File: src/rtl/imem_loader_pkg.sv
// imem_loader_pkg: shared state encoding and constants for the instruction-memory loader
package imem_loader_pkg;
   typedef enum logic [2:0] {IDLE, CNT_LO, CNT_HI, DATA, CHECK, DONE, ERR} state_e;
   localparam logic [7:0] HEADER_DEF  = 8'hA5;
   localparam logic [1:0] ERR_NONE    = 2'b00;
   localparam logic [1:0] ERR_COUNT   = 2'b01;
   localparam logic [1:0] ERR_CSUM    = 2'b10;
   localparam logic [1:0] ERR_TIMEOUT = 2'b11;
endpackage

File: src/rtl/loader_byte_packer.sv
// loader_byte_packer: assembles four little-endian bytes into a 32-bit word
module loader_byte_packer (
   input  logic        clk,
   input  logic        rst_n,
   input  logic        clear_i,
   input  logic        en_i,
   input  logic [7:0]  byte_i,
   output logic        word_valid_o,
   output logic [31:0] word_o
);
   logic [1:0]  idx_q;
   logic [23:0] lo_q;
   assign word_valid_o = en_i & (idx_q == 2'd3);
   assign word_o       = {byte_i, lo_q};
   // Shift bytes in from the top so the first byte ends up in the lowest lane
   always_ff @(posedge clk) begin
      if (!rst_n || clear_i) begin
         idx_q <= '0;
         lo_q  <= '0;
      end else if (en_i) begin
         idx_q <= idx_q + 1'b1;
         lo_q  <= {byte_i, lo_q[23:8]};
      end
   end
endmodule

File: src/rtl/imem_loader.sv
// imem_loader: framed byte stream to instruction memory, releasing the core on a good checksum
module imem_loader
   import imem_loader_pkg::*;
#(
   parameter int         ADDR_W      = 10,
   parameter int         TIMEOUT_CYC = 1000000,
   parameter logic [7:0] HEADER      = HEADER_DEF
) (
   input  logic              clk,
   input  logic              rst_n,
   input  logic [7:0]        in_data_i,
   input  logic              in_valid_i,
   output logic              in_ready_o,
   output logic              imem_we_o,
   output logic [ADDR_W-1:0] imem_addr_o,
   output logic [31:0]       imem_wdata_o,
   output logic              cpu_hold_o,
   output logic              done_o,
   output logic              error_o,
   output logic [1:0]        err_code_o
);
   localparam logic [16:0]   DEPTH  = 17'(1 << ADDR_W);
   localparam int            TW     = $clog2(TIMEOUT_CYC + 1);
   localparam logic [TW-1:0] T_LAST = TW'(TIMEOUT_CYC - 1);
   state_e            state_q;
   logic [7:0]        cnt_lo_q;
   logic [7:0]        chk_q;
   logic [15:0]       n_q;
   logic [ADDR_W-1:0] widx_q;
   logic [TW-1:0]     timer_q;
   logic [TW-1:0]     timer_d;
   logic              acc;
   logic              is_hdr;
   logic              hdr_start;
   logic              timer_run;
   logic              expire;
   logic              word_valid;
   logic [31:0]       word;
   logic [16:0]       n_in;
   assign acc       = in_valid_i & in_ready_o;
   assign is_hdr    = in_data_i == HEADER;
   assign hdr_start = acc & is_hdr & (state_q inside {IDLE, DONE, ERR});
   assign n_in      = {1'b0, in_data_i, cnt_lo_q};
   assign timer_run = state_q inside {CNT_LO, CNT_HI, DATA, CHECK};
   assign timer_d   = (acc || !timer_run) ? '0 : timer_q + 1'b1;
   // An accepted byte in the expiry cycle takes priority over the timeout
   assign expire    = timer_run & !acc & (timer_q == T_LAST);

   loader_byte_packer u_packer (
      .clk          (clk),
      .rst_n        (rst_n),
      .clear_i      (hdr_start),
      .en_i         (acc && state_q == DATA),
      .byte_i       (in_data_i),
      .word_valid_o (word_valid),
      .word_o       (word)
   );

   // Frame sequencer: header/count parsing, word writes, checksum verdict and timeout abort
   always_ff @(posedge clk) begin
      if (!rst_n) begin
         state_q      <= IDLE;
         cnt_lo_q     <= '0;
         n_q          <= '0;
         widx_q       <= '0;
         chk_q        <= '0;
         timer_q      <= '0;
         in_ready_o   <= 1'b1;
         imem_we_o    <= 1'b0;
         imem_addr_o  <= '0;
         imem_wdata_o <= '0;
         cpu_hold_o   <= 1'b1;
         done_o       <= 1'b0;
         error_o      <= 1'b0;
         err_code_o   <= ERR_NONE;
      end else begin
         timer_q    <= timer_d;
         imem_we_o  <= word_valid;
         in_ready_o <= !word_valid;
         if (expire) begin
            state_q    <= ERR;
            error_o    <= 1'b1;
            err_code_o <= ERR_TIMEOUT;
         end else if (acc) begin
            case (state_q)
               IDLE, DONE, ERR: begin
                  if (is_hdr) begin
                     state_q     <= CNT_LO;
                     chk_q       <= '0;
                     widx_q      <= '0;
                     imem_addr_o <= '0;
                     cpu_hold_o  <= 1'b1;
                     done_o      <= 1'b0;
                     error_o     <= 1'b0;
                     err_code_o  <= ERR_NONE;
                  end
               end
               CNT_LO: begin
                  cnt_lo_q <= in_data_i;
                  state_q  <= CNT_HI;
               end
               CNT_HI: begin
                  n_q    <= n_in[15:0];
                  widx_q <= '0;
                  if (n_in > DEPTH) begin
                     state_q    <= ERR;
                     error_o    <= 1'b1;
                     err_code_o <= ERR_COUNT;
                  end else begin
                     state_q <= (n_in == '0) ? CHECK : DATA;
                  end
               end
               DATA: begin
                  chk_q <= chk_q ^ in_data_i;
                  if (word_valid) begin
                     imem_addr_o  <= widx_q;
                     imem_wdata_o <= word;
                     widx_q       <= widx_q + 1'b1;
                     if (17'(widx_q) + 17'd1 == {1'b0, n_q})
                        state_q <= CHECK;
                  end
               end
               CHECK: begin
                  if (in_data_i == chk_q) begin
                     state_q    <= DONE;
                     done_o     <= 1'b1;
                     cpu_hold_o <= 1'b0;
                  end else begin
                     state_q    <= ERR;
                     error_o    <= 1'b1;
                     err_code_o <= ERR_CSUM;
                  end
               end
               default: ;
            endcase
         end
      end
   end
endmodule

File: config.mk
export PLATFORM = sky130hd
export DESIGN_NAME = imem_loader
export DESIGN_NICKNAME = d
export VERILOG_FILES = /design/src/rtl/imem_loader_pkg.sv /design/src/rtl/loader_byte_packer.sv /design/src/rtl/imem_loader.sv
export SDC_FILE = /design/constraint.sdc
export NUM_CORES = 1
export LEC_CHECK = 0
export CORE_AREA = 2 2 119 121
export CTS_CLUSTER_DIAMETER = 80
export DETAILED_ROUTE_END_ITERATION = 6
export DIE_AREA = 0 0 121 123
export PLACE_DENSITY = 0.64
export SYNTH_ARGS = -nofsm -noshare
export SYNTH_HDL_FRONTEND = slang
export SYNTH_SLANG_ARGS = --single-unit
File: constraint.sdc
create_clock -name clk -period 2.4 [get_ports clk]
set_clock_uncertainty 0.15 [all_clocks]
set_input_delay 0.48 -clock clk [delete_from_list [all_inputs] [get_ports clk]]
set_output_delay 0.48 -clock clk [all_outputs]
set_load 0.03 [all_outputs]
## After elaboration in Yosys (flattened, before gate mapping)

Index checks and enable logic that the tools add are counted.

| word-level totals | value |
|---|---|
| output and inout port bits | 49 |
| bits of input ports | 11 |
| register bits | 140 |
| logic and storage cells | 115 |

| cells by class | value |
|---|---|
| add/sub/neg operators | 4 |
| muxes and demuxes | 33 |
| magnitude comparators | 1 |
| bitwise operators | 9 |
| reduce and logical (&&, ||, !) cells | 31 |
| equality and inequality tests | 20 |

Operators with widths:

| kind | count |
|---|---|
| $mux 10 | 3 |
| $pmux 10 s3 | 1 |
| $reduce_and 5->1 | 6 |
| $mux 3 | 7 |
| $add 20x1->20 const B | 1 |
| $eq 20x20->1 const B | 1 |
| $pmux 10 s2 | 1 |
| $logic_not 17->1 | 1 |
| $eq 11x16->1 | 1 |
| $gt 16x11->1 const B | 1 |
| $pmux 8 s2 | 1 |
| $pmux 3 s5 | 1 |
| $mux 2 | 6 |
| $add 10x1->11 const B | 1 |
| $add 10x1->10 const B | 1 |
| $eq 3x3->1 const B | 3 |
| $ne 3x3->1 const B | 3 |
| $eq 8x8->1 | 1 |
| $eq 8x8->1 const B | 1 |
| $mux 1 | 8 |
| $mux 8 | 1 |
| $reduce_and 4->1 | 2 |
| $reduce_bool 4->1 | 2 |
| $xor 8x8->8 | 1 |
| other kinds (23) | 43 |

## Depth between registers and ports, before layout

| depth | value |
|---|---|
| depth after elaboration | 7 |
| depth in mapped cells | 8 |
| mapped depth without buffers | 7 |

## Hierarchy

A second synthesis with hierarchy kept.

| second synthesis, totals | value |
|---|---|
| cell total of the unflattened synthesis | 753 |
| area, all modules | 6207.2 um2 |

By module, submodules not included:

| module | area an instance (um2) | cells an instance | times used | seq. area each (um2) |
|---|---|---|---|---|
| imem_loader | 5159.9 | 658 | 1 | 2282.2 |
| loader_byte_packer | 1047.3 | 95 | 1 | 520.5 |

## Worst setup path before layout

No wires, ideal clock.

| timing | value |
|---|---|
| path kind | in2reg |
| start point | input port in_data_i[1] |
| end point | register cpu_hold_o |
| setup time | 114 ps |
| slack | 229 ps |
| data arrival time | 1907 ps |
| cell stages on the path | 6 |
| data required time | 2136 ps |
| buffers on the path | 1 |
| path through | buf_2 -> and4b_1 -> and3_2 -> o21ai_2 -> or4_1 -> a21o_1 |

| on the way | value |
|---|---|
| word-level cells in the longest chain between the ends | 3 |
| elaborated cells between the ends (all ways) | 5 |
| classes of those cells | eq/ne: 4; reduce/logical: 1 |

RTL lines:

| what | line | RTL |
|---|---|---|
| start: declaration | imem_loader.sv:11 | `input logic [7:0] in_data_i,` |
| $eq 8x8->1 (on tied branches) | imem_loader.sv:124, imem_loader.sv:41 |  |
| $ne 2x1->1 (no line) or $ne 2x2->1 (tied branches) | n/a |  |
| $reduce_and 5->1 (no line) (*) | n/a |  |
| end signal: assignment | imem_loader.sv:72 | `cpu_hold_o <= 1'b1;` |
| end signal: assignment | imem_loader.sv:92 | `cpu_hold_o <= 1'b1;` |
| end signal: assignment | imem_loader.sv:127 | `cpu_hold_o <= 1'b0;` |
| end: declaration | imem_loader.sv:17 | `output logic cpu_hold_o,` |

Every way passes the cells marked *; elsewhere a longest branch is shown, timed or not.
A chain may end at the register's enable or synchronous reset.

## Worst setup path after layout

| timing | value |
|---|---|
| start point | register widx_q[1] |
| end point | register state_q[1] |

| on the way | value |
|---|---|
| word-level cells in the longest chain between the ends | 4 |

RTL lines:

| what | line | RTL |
|---|---|---|
| start: declaration | imem_loader.sv:29 | `logic [ADDR_W-1:0] widx_q;` |
| start signal: assignment | imem_loader.sv:118 | `widx_q <= widx_q + 1'b1;` |
| $add 10x1->11 | imem_loader.sv:119 | `if (17'(widx_q) + 17'd1 == {1'b0, n_q})` |
| $eq 11x16->1 | imem_loader.sv:119 |  |
| $ne 3x2->1 (no line) | n/a |  |
| $reduce_and 5->1 (no line) | n/a |  |
| end signal: assignment | imem_loader.sv:110 | `state_q <= (n_in == '0) ? CHECK : DATA;` |
| end: declaration | imem_loader.sv:25 | `state_e state_q;` |

Every way passes these cells.

==> metrics <==
status=finished, final reports clean; Crit Path Max Fanout=5; Worst-path clk slew=60 ps; initial antenna violation count=0; DRT Pass-1 Iters=5; Tcrit/Tclk final=97.0%; kind of critical path=flop to flop; Min Hold Slack=305 ps; Warnings, synthesis=0; required time of the critical path=2560 ps; register area share after synthesis=45.5%; Vias=5480; CTS tree=done; standard-cell row count=43; Post-Place Setup Slack=-228 ps; critical path capture point type=flop; Total Wirelength=15400 µm; Buffers on Ports=59; Worst slew margin=65.6%; # setup viols final=0; final hold vios=0; biggest area consumer among synthesized cells=dfxtp_1; Final Slew Violations=0; hold_buf cts=0; mean routed wirelength per cell=14.8 µm; MaxCap Viol Count=0; P per Cell Area=728 nW/µm²; pin count of the biggest net entering global routing=40; RePlAce Congestion=0.898; Cell Area, Synth=6160 µm²; post-route minimum period=2330 ps; chip width=121 µm; hold crit path type=flop to flop; Final TNS setup=0 ps; fraction of registers with async set/reset=0%; Yosys cell types=61; synthesized flop and latch total=140; antenna-violating nets left=0; PnR worst setup slack=72.2 ps; area grow syn2layout=27.9%; Mapped Nets=781; CTS H-tree depth=4; GRT overflow=0; Die Ht=123 µm; vias in the first global route=5242; clock root cell=clkbuf_16; I/O Pins=60; Net count, final=866; syn_area_per_cell=8.04 µm²; first-pass GRT wire length=25700 µm; core area=13600 µm²; Post-synth EDFFs=0; arrival time worst endpoint=2490 ps; leak pwr=2.81 nW; clk_lat worst skew=430 ps; CTS max path bufs=2; Worst-Margin Slew=514 ps; global-route total usage across every layer=21.8%; Initial Util=45.2%; FMAX=0.430 GHz; Mapped Cells=766; hpwl dp=10800 µm; CTS Buf Count=17; commonest non-fill, non-tap cell in the layout=nand2_1; final std cells w/o fill=1044; drt initial violations=360; die area=14900 µm²; proportion of layout cells with a drive suffix above 1=12.6%; CTS sink count=140; maximum vdd drop=0.477 mV; DRC viols=0; # diodes=0; largest cells by area after synthesis=dfxtp_1, nand2_1, a21oi_1; most frequent cells in the layout=nand2_1, dfxtp_1, a21oi_1; Post-synth top flop=dfxtp_1; share of Yosys cell area claimed by the top area cell type=45.5%; Worst Setup Start Kind=flop; Vias/cell=5.25; dpl cells=1012; unrepaired setup endpoints after global routing=false
==> critical path: stages, from the launching register on <==
cell	delay, ps
dfxtp_1	420
ha_2	340
xor2_1	140
nor4_1	330
nand3_1	140
nor4_2	210
buf_4	170
a21oi_2	70
o221a_2	250
==> repair_timing <==
item	CTS	global route
setup buffers	0	0
gates resized for setup	0	4
endpoints found under the setup margin	0	16
==> logic make-up after synthesis <==
| logic type | share of synthesized area [%] |
|---|---|
| AND/OR/NAND/NOR | 27.0 |
| AO/OA/AOI/OAI | 15.5 |
| flip-flops | 45.5 |
| buffers and inverters | 4.35 |
| XOR/XNOR | 5.41 |
| multiplexers | 1.30 |
| adder cells (fa/ha/maj) | 0.935 |
==> through the flow <==
step           instance area [µm²]  utilization [%]  power (mW)
3_3_place_gp                  7220             53.0        2.92
5_1_grt                       7880             57.9        5.94
6_report                      7880             57.9        5.74
3_5_place_dp                  7220             53.0        2.92
2_1_floorplan                 6160                -        2.75
4_1_cts                       7870             57.8        5.77
==> state kept, by name, summed over array words and instances (netlist names), 8 cells and up <==
| register | count |
|---|---|
| chk_q | 8 |
| u_packer.lo_q | 24 |
| cnt_lo_q | 8 |
| n_q | 16 |
| imem_wdata_o | 32 |
| imem_addr_o | 10 |
| timer_q | 20 |
| widx_q | 10 |
==> where the power goes <==
group          switching [mW]  leakage [nW]  internal [mW]
Combinational           0.275          1.37          0.216
Sequential             0.0355          1.13           2.35
Clock                    1.06         0.315           1.79
==> area by class of cell <==
class	instances	area, µm²
fillers	1261	5730
clock inverters	14	208
well taps	180	225
repair buffers	118	1070
multi-input cells	565	3100
inverters	9	33.8
flip-flops and latches	140	2800
clock buffers	18	439
==> per-layer routing <==
layer / routed length, µm / global-route usage (%)
met5: 0 / 0
met1: 7360 / 28.9
met3: 662 / 4.11
met4: 366 / 9.74
met2: 7040 / 34.5
==> final timing paths <==
path	startpoint	cells past startpoint	endpoint	slack, ps
max	widx_q[1]	8	state_q[1]	70
min	n_q[11]	2	n_q[11]	300
max reg2reg	widx_q[1]	8	state_q[1]	70
min reg2reg	n_q[11]	2	n_q[11]	300
==> synth_stat cells (9+ instances only) <==
cell type	n
and2_1	9
nand3_1	26
nand2_1	181
nor3_1	9
dfxtp_1	140
nor2_1	62
clkbuf_1	30
and3_1	9
nand4_1	9
nand3b_1	12
o21ai_0	26
a21oi_1	84
buf_2	17
xor2_1	21
a21boi_0	21
xnor2_1	17
Power figures use the tool's default switching activity.
